--- config.mk ---
export PLATFORM = sky130hd
export DESIGN_NAME = ps2_host_tx
export DESIGN_NICKNAME = d
export VERILOG_FILES = /design/src/rtl/ps2_host_tx.sv
export SDC_FILE = /design/constraint.sdc
export NUM_CORES = 1
export LEC_CHECK = 0
export BUFFER_PORTS_ARGS = -buffer_cell sky130_fd_sc_hd__buf_4
export CAP_MARGIN = 20
export CORE_ASPECT_RATIO = 0.6
export CORE_UTILIZATION = 54
export CTS_CLUSTER_DIAMETER = 30
export DETAILED_ROUTE_END_ITERATION = 8
export PLACE_DENSITY = 0.84
export SLEW_MARGIN = 20
export SYNTH_ARGS = -nofsm -noshare
export SYNTH_HDL_FRONTEND = slang
export SYNTH_SLANG_ARGS = --single-unit
--- constraint.sdc ---
create_clock -name CLK -period 2.1 [get_ports CLK]
set_clock_uncertainty 0.2 [all_clocks]
set_input_delay 0.525 -clock CLK [delete_from_list [all_inputs] [get_ports CLK]]
set_output_delay 0.525 -clock CLK [all_outputs]
set_load 0.01 [all_outputs]
--- src/rtl/ps2_host_tx.sv ---
// Host-to-device PS/2 transmitter: inhibit, request-to-send, shift a byte out on
// device-generated clocks, then check the device ACK. Open-drain via output enables.
module ps2_host_tx #(
  parameter int INHIBIT_CYCLES = 5000,
  parameter int TIMEOUT_CYCLES = 750000,
  parameter int FILTER_LEN     = 8
) (
  input  logic       CLK,
  input  logic       RESET_N,
  input  logic [7:0] TX_DATA,
  input  logic       TX_START,
  output logic       TX_BUSY,
  output logic       TX_DONE,
  output logic       TX_ERR,
  output logic       RX_INHIBIT,
  input  logic       PS2_CLK_IN,
  input  logic       PS2_DATA_IN,
  output logic       PS2_CLK_OE,
  output logic       PS2_DATA_OE,
  output logic [2:0] DBG_STATE
);

  localparam int CNT_MAX = (INHIBIT_CYCLES > TIMEOUT_CYCLES) ? INHIBIT_CYCLES : TIMEOUT_CYCLES;
  localparam int CW      = $clog2(CNT_MAX + 1);
  localparam int FW      = $clog2(FILTER_LEN + 1);

  localparam logic [CW-1:0] INH_LAST = CW'(INHIBIT_CYCLES - 1);
  localparam logic [CW-1:0] TO_LAST  = CW'(TIMEOUT_CYCLES - 1);
  localparam logic [CW-1:0] CNT_ONE  = CW'(1);
  localparam logic [FW-1:0] FLT_LAST = FW'(FILTER_LEN - 1);
  localparam logic [FW-1:0] FLT_ONE  = FW'(1);

  typedef enum logic [2:0] {
    S_IDLE    = 3'd0,
    S_INHIBIT = 3'd1,
    S_REQ     = 3'd2,
    S_SEND    = 3'd3,
    S_ACK     = 3'd4,
    S_WAIT    = 3'd5,
    S_ERR     = 3'd6
  } state_t;

  state_t        r_state;
  logic [1:0]    r_clk_s;
  logic [1:0]    r_dat_s;
  logic          r_clk_f;
  logic          r_dat_f;
  logic [FW-1:0] r_clk_fcnt;
  logic [FW-1:0] r_dat_fcnt;
  logic          r_fall;
  logic [9:0]    r_shift;
  logic [CW-1:0] r_cnt;
  logic [3:0]    r_bit_cnt;
  logic          r_busy;
  logic          r_done;
  logic          r_err;
  logic          r_clk_oe;
  logic          r_data_oe;

  assign TX_BUSY     = r_busy;
  assign RX_INHIBIT  = r_busy;
  assign TX_DONE     = r_done;
  assign TX_ERR      = r_err;
  assign PS2_CLK_OE  = r_clk_oe;
  assign PS2_DATA_OE = r_data_oe;
  assign DBG_STATE   = r_state;

  // Idle bus level is high, so synchronizers and filters reset to 1.
  always_ff @(posedge CLK) begin
    if (!RESET_N) begin
      r_clk_s <= 2'b11;
      r_dat_s <= 2'b11;
    end else begin
      r_clk_s <= {r_clk_s[0], PS2_CLK_IN};
      r_dat_s <= {r_dat_s[0], PS2_DATA_IN};
    end
  end

  // A level change is accepted only after FILTER_LEN consecutive differing samples.
  always_ff @(posedge CLK) begin
    if (!RESET_N) begin
      r_clk_f    <= 1'b1;
      r_clk_fcnt <= '0;
      r_fall     <= 1'b0;
    end else begin
      r_fall <= 1'b0;
      if (r_clk_s[1] == r_clk_f) begin
        r_clk_fcnt <= '0;
      end else if (r_clk_fcnt == FLT_LAST) begin
        r_clk_f    <= r_clk_s[1];
        r_clk_fcnt <= '0;
        r_fall     <= r_clk_f;
      end else begin
        r_clk_fcnt <= r_clk_fcnt + FLT_ONE;
      end
    end
  end

  always_ff @(posedge CLK) begin
    if (!RESET_N) begin
      r_dat_f    <= 1'b1;
      r_dat_fcnt <= '0;
    end else if (r_dat_s[1] == r_dat_f) begin
      r_dat_fcnt <= '0;
    end else if (r_dat_fcnt == FLT_LAST) begin
      r_dat_f    <= r_dat_s[1];
      r_dat_fcnt <= '0;
    end else begin
      r_dat_fcnt <= r_dat_fcnt + FLT_ONE;
    end
  end

  // r_cnt counts inhibit time in INHIBIT and cycles since the last device fall afterwards.
  always_ff @(posedge CLK) begin
    if (!RESET_N) begin
      r_state   <= S_IDLE;
      r_shift   <= '0;
      r_cnt     <= '0;
      r_bit_cnt <= '0;
      r_busy    <= 1'b0;
      r_done    <= 1'b0;
      r_err     <= 1'b0;
      r_clk_oe  <= 1'b0;
      r_data_oe <= 1'b0;
    end else begin
      r_done <= 1'b0;
      r_err  <= 1'b0;
      case (r_state)
        S_IDLE: begin
          if (TX_START) begin
            r_shift   <= {1'b1, ~^TX_DATA, TX_DATA};
            r_cnt     <= '0;
            r_busy    <= 1'b1;
            r_clk_oe  <= 1'b1;
            r_data_oe <= 1'b0;
            r_state   <= S_INHIBIT;
          end
        end
        S_INHIBIT: begin
          if (r_cnt == INH_LAST) begin
            r_data_oe <= 1'b1;
            r_state   <= S_REQ;
          end else begin
            r_cnt <= r_cnt + CNT_ONE;
          end
        end
        S_REQ: begin
          r_clk_oe  <= 1'b0;
          r_cnt     <= '0;
          r_bit_cnt <= '0;
          r_state   <= S_SEND;
        end
        S_SEND: begin
          if (r_fall) begin
            r_data_oe <= ~r_shift[0];
            r_shift   <= {1'b1, r_shift[9:1]};
            r_bit_cnt <= r_bit_cnt + 4'd1;
            r_cnt     <= '0;
            if (r_bit_cnt == 4'd9) r_state <= S_ACK;
          end else if (r_cnt == TO_LAST) begin
            r_clk_oe  <= 1'b0;
            r_data_oe <= 1'b0;
            r_state   <= S_ERR;
          end else begin
            r_cnt <= r_cnt + CNT_ONE;
          end
        end
        S_ACK: begin
          if (r_fall) begin
            r_cnt <= '0;
            if (!r_dat_f) begin
              r_state <= S_WAIT;
            end else begin
              r_clk_oe  <= 1'b0;
              r_data_oe <= 1'b0;
              r_state   <= S_ERR;
            end
          end else if (r_cnt == TO_LAST) begin
            r_clk_oe  <= 1'b0;
            r_data_oe <= 1'b0;
            r_state   <= S_ERR;
          end else begin
            r_cnt <= r_cnt + CNT_ONE;
          end
        end
        S_WAIT: begin
          if (r_clk_f && r_dat_f) begin
            r_done  <= 1'b1;
            r_busy  <= 1'b0;
            r_state <= S_IDLE;
          end else if (r_fall) begin
            r_cnt <= '0;
          end else if (r_cnt == TO_LAST) begin
            r_clk_oe  <= 1'b0;
            r_data_oe <= 1'b0;
            r_state   <= S_ERR;
          end else begin
            r_cnt <= r_cnt + CNT_ONE;
          end
        end
        S_ERR: begin
          r_clk_oe  <= 1'b0;
          r_data_oe <= 1'b0;
          r_err     <= 1'b1;
          r_busy    <= 1'b0;
          r_state   <= S_IDLE;
        end
        default: begin
          r_clk_oe  <= 1'b0;
          r_data_oe <= 1'b0;
          r_busy    <= 1'b0;
          r_state   <= S_IDLE;
        end
      endcase
    end
  end

endmodule

==> flow_metrics.tcl <==
set metrics [dict create \
    slew_violations 0 \
    die_w_um 100 \
    htreeDepth 3 \
    slew_headroom 0.682 \
    setup_viol 24 \
    clock-root-buffer "clkbuf_8" \
    synth_ff_type "dfxtp_1" \
    rrSetupSlack_ns -0.19 \
    fmax_mhz 436 \
    drt_iter0_drc 232 \
    syn_area_um2 3140 \
    track_usage 0.293 \
    synthesis.nets 406 \
    tightest_slew_ns 0.473 \
    synth_largest_area_cell "dfxtp_1" \
    insertion_delay_ns 0.35 \
    use_met3 0.0783 \
    drive_gt1_frac 0.343 \
    fillers 400 \
    holdBufCountCts 0 \
    drtAntennaViolNets 0 \
    cts_buffer_depth 2 \
    syn2layout_area_growth_pct 33.0 \
    synth_edf_count 0 \
    placedCellCount 523 \
    core-area_um2 5600 \
    leakage_nw 1.67 \
    post-route-util 0.746 \
    critPathMaxFanout 6 \
    dr_total_vias 3262 \
    power_density_nw_per_um2 783 \
    cts-buffers-inserted 9 \
    end_kind "flip-flop" \
    vdd_drop_max_mv 0.437 \
    synth_cells 388 \
    min_to "r_clk_s[0]" \
    r2r_cells 10 \
    cp.required_ns 2.18 \
    yosysTopAreaCellShare 0.363 \
    final_cells 547 \
    seqCellArea_um2 1150 \
    syn_area_per_cell_um2 8.09 \
    ys_seq_elements 57 \
    nNetsFinal 481 \
    port_buffers 21 \
    setup_ws_ns -0.193 \
    die_area_um2 6130 \
    routed_wl_um 9090 \
    seq_area_frac_synth 0.363 \
    grt_antenna_before_repair 0 \
    hold_viol_final 0 \
    routed_via_density 5.96 \
    violations "setup timing" \
    post_drt_wl_per_cell_um 16.6 \
    multi_input_area_um2 1970 \
    r2r-start "r_cnt[15]" \
    min_delay_path_depth 2 \
    hold_path.class "primary input to flip-flop" \
    initial_core_util 0.561 \
    grt.met2_usage 0.460 \
    cp_data_arrival_time_ns 2.37 \
    min_from "PS2_CLK_IN" \
    overflow 0 \
    grt_pass1_vias 2808 \
    critPathKind "flip-flop to flip-flop" \
    finalSetupTns_ns -3.74 \
    drtPass1Iterations 5 \
    rr_endpoint "r_cnt[2]" \
    whs_ns 0.158 \
    grt_most_used_layer "met2" \
    synthArstFlopShare 0 \
    period_needed_ns 2.29 \
    drcViolationCount 0 \
    cts_sinks 57 \
    synthTopCellsByArea "dfxtp_1, nand2_1, a21oi_1" \
    grtUsageMet1 0.389 \
    tritoncts "done" \
    fin_crit_sh 1.09 \
    io_pins 22 \
    synth.distinct_cells 60 \
    rsz0062_at_grt "yes" \
    cp-startpoint "r_cnt[15]" \
    clkTransAtPathRegs_ns 0.06 \
    cp-start-kind "flip-flop" \
    gp_congestion 0.960 \
    run_status "finished with violations" \
    num_rows 21 \
    ys.warnings.count 0 \
    grt_max_degree 20 \
    die_h_um 61.1 \
    dp_hpwl_um 6010 \
    grt_pass1_wl_um 13500 \
    cap_violations 0 \
    antenna_cells 0 \
]
[layer usage]
layer	wire, um	up-vias
met5	0	-
met4	236	0
met3	824	30
met2	4050	161
met1	3980	1535
li1	-	1536
[worst max path at each step]
| stage | to | slack, ns | cells past startpoint |
|---|---|---|---|
| 2_1_floorplan | r_cnt[0] | -0.08 | 7 |
| 3_3_place_gp | r_cnt[3] | -0.07 | 8 |
| 3_5_place_dp | r_cnt[18] | -0.17 | 8 |
| 4_1_cts | r_cnt[9] | -0.12 | 9 |
| 5_1_grt | r_cnt[2] | -0.26 | 10 |
| 6_report | r_cnt[2] | -0.19 | 10 |
[what timing repair did]
action	in CTS	in global routing
gates resized for setup	21	13
hold endpoints to repair	0	0
pin swaps	6	11
setup buffers	6	2
setup endpoints to repair	24	33
cloned	1	0
[flip-flops by register name, summed over array words and instances, names as in the netlist, 2 cells and up]
| signal | count |
|---|---|
| DBG_STATE | 3 |
| r_bit_cnt | 4 |
| r_clk_fcnt | 4 |
| r_clk_s | 2 |
| r_cnt | 20 |
| r_dat_fcnt | 4 |
| r_dat_s | 2 |
| r_shift | 10 |
[layout by cell type (no fill, tap or decap), types with 9 or more instances in the layout]
cell type	count
nor2_1	39
buf_4	84
a21oi_2	10
dfxtp_1	49
and3_1	9
nand3_1	15
o21ai_0	10
a21oi_1	22
clkbuf_8	11
o21ai_1	10
nand2_1	50
[cell families (layout without fill, tap and decap cells)]
logic type / count (synthesis) / after routing / synth area share
flip-flops: 57 / 57 / 0.363
AND/OR/NAND/NOR: 180 / 180 / 0.309
buffers and inverters: 34 / 113 / 0.0506
AO/OA/AOI/OAI: 96 / 96 / 0.211
adder cells (fa/ha/maj): 5 / 5 / 0.0199
XOR/XNOR: 13 / 13 / 0.0363
multiplexers: 3 / 3 / 0.00956
[Yosys cell counts (2+ instances only)]
cell type   n
a21boi_0    2
a21o_1      2
a21oi_1    33
a311oi_1    8
a41oi_1     2
and2_1      4
and3_1      9
buf_2       4
buf_6       3
clkbuf_1   18
dfxtp_1    57
ha_1        5
inv_1       7
mux2i_1     3
nand2_1    51
nand2b_1    8
nand3_1    15
nand3_2     2
nand3b_1    7
nand4_1     5
nand4b_1    2
nor2_1     40
nor2b_1     4
nor3_1      6
nor4_1      3
nor4_4      2
o211ai_1    6
o21ai_0    15
o21ai_1     5
o22ai_1     2
o22ai_2     5
o32ai_1     2
or2_2       4
or3_1       2
or3b_2      5
or4_1       5
xnor2_1     6
xor2_1      7
[power breakdown]
part           total, W  internal [W]  switching (W)
sequential      0.00120       0.00115      0.0000472
combinational   0.00103      0.000479       0.000553
clock           0.00104      0.000602       0.000441
[metrics by stage]
stage | total power (W) | cell area [um^2] | setup WS, ns
floorplan | 0.00176 | 3200 | -0.0806
global placement | 0.00204 | 3780 | -0.0718
detailed placement | 0.00207 | 3780 | -0.175
CTS | 0.00321 | 4110 | -0.122
global route | 0.00340 | 4180 | -0.263
finish | 0.00327 | 4180 | -0.193
[worst max-delay path, stage by stage, from the launching register on]
cell and delay, ns:
dfxtp_2 0.32, or4b_4 0.54, nor4_4 0.16, buf_4 0.20, a31oi_4 0.12, buf_6 0.15
o21ai_4 0.07, buf_6 0.15, buf_6 0.13, o211ai_1 0.09, o21ai_1 0.09
[area by class of cell]
cell class              instances  area share
multi-input cells             297       0.472
well taps                      80      0.0240
inverters                       7     0.00629
repair buffers                 91       0.176
clock inverters                 3     0.00958
flip-flops and latches         57       0.276
clock buffers                  12      0.0371
No activity file was read; power rests on OpenSTA's default activity.
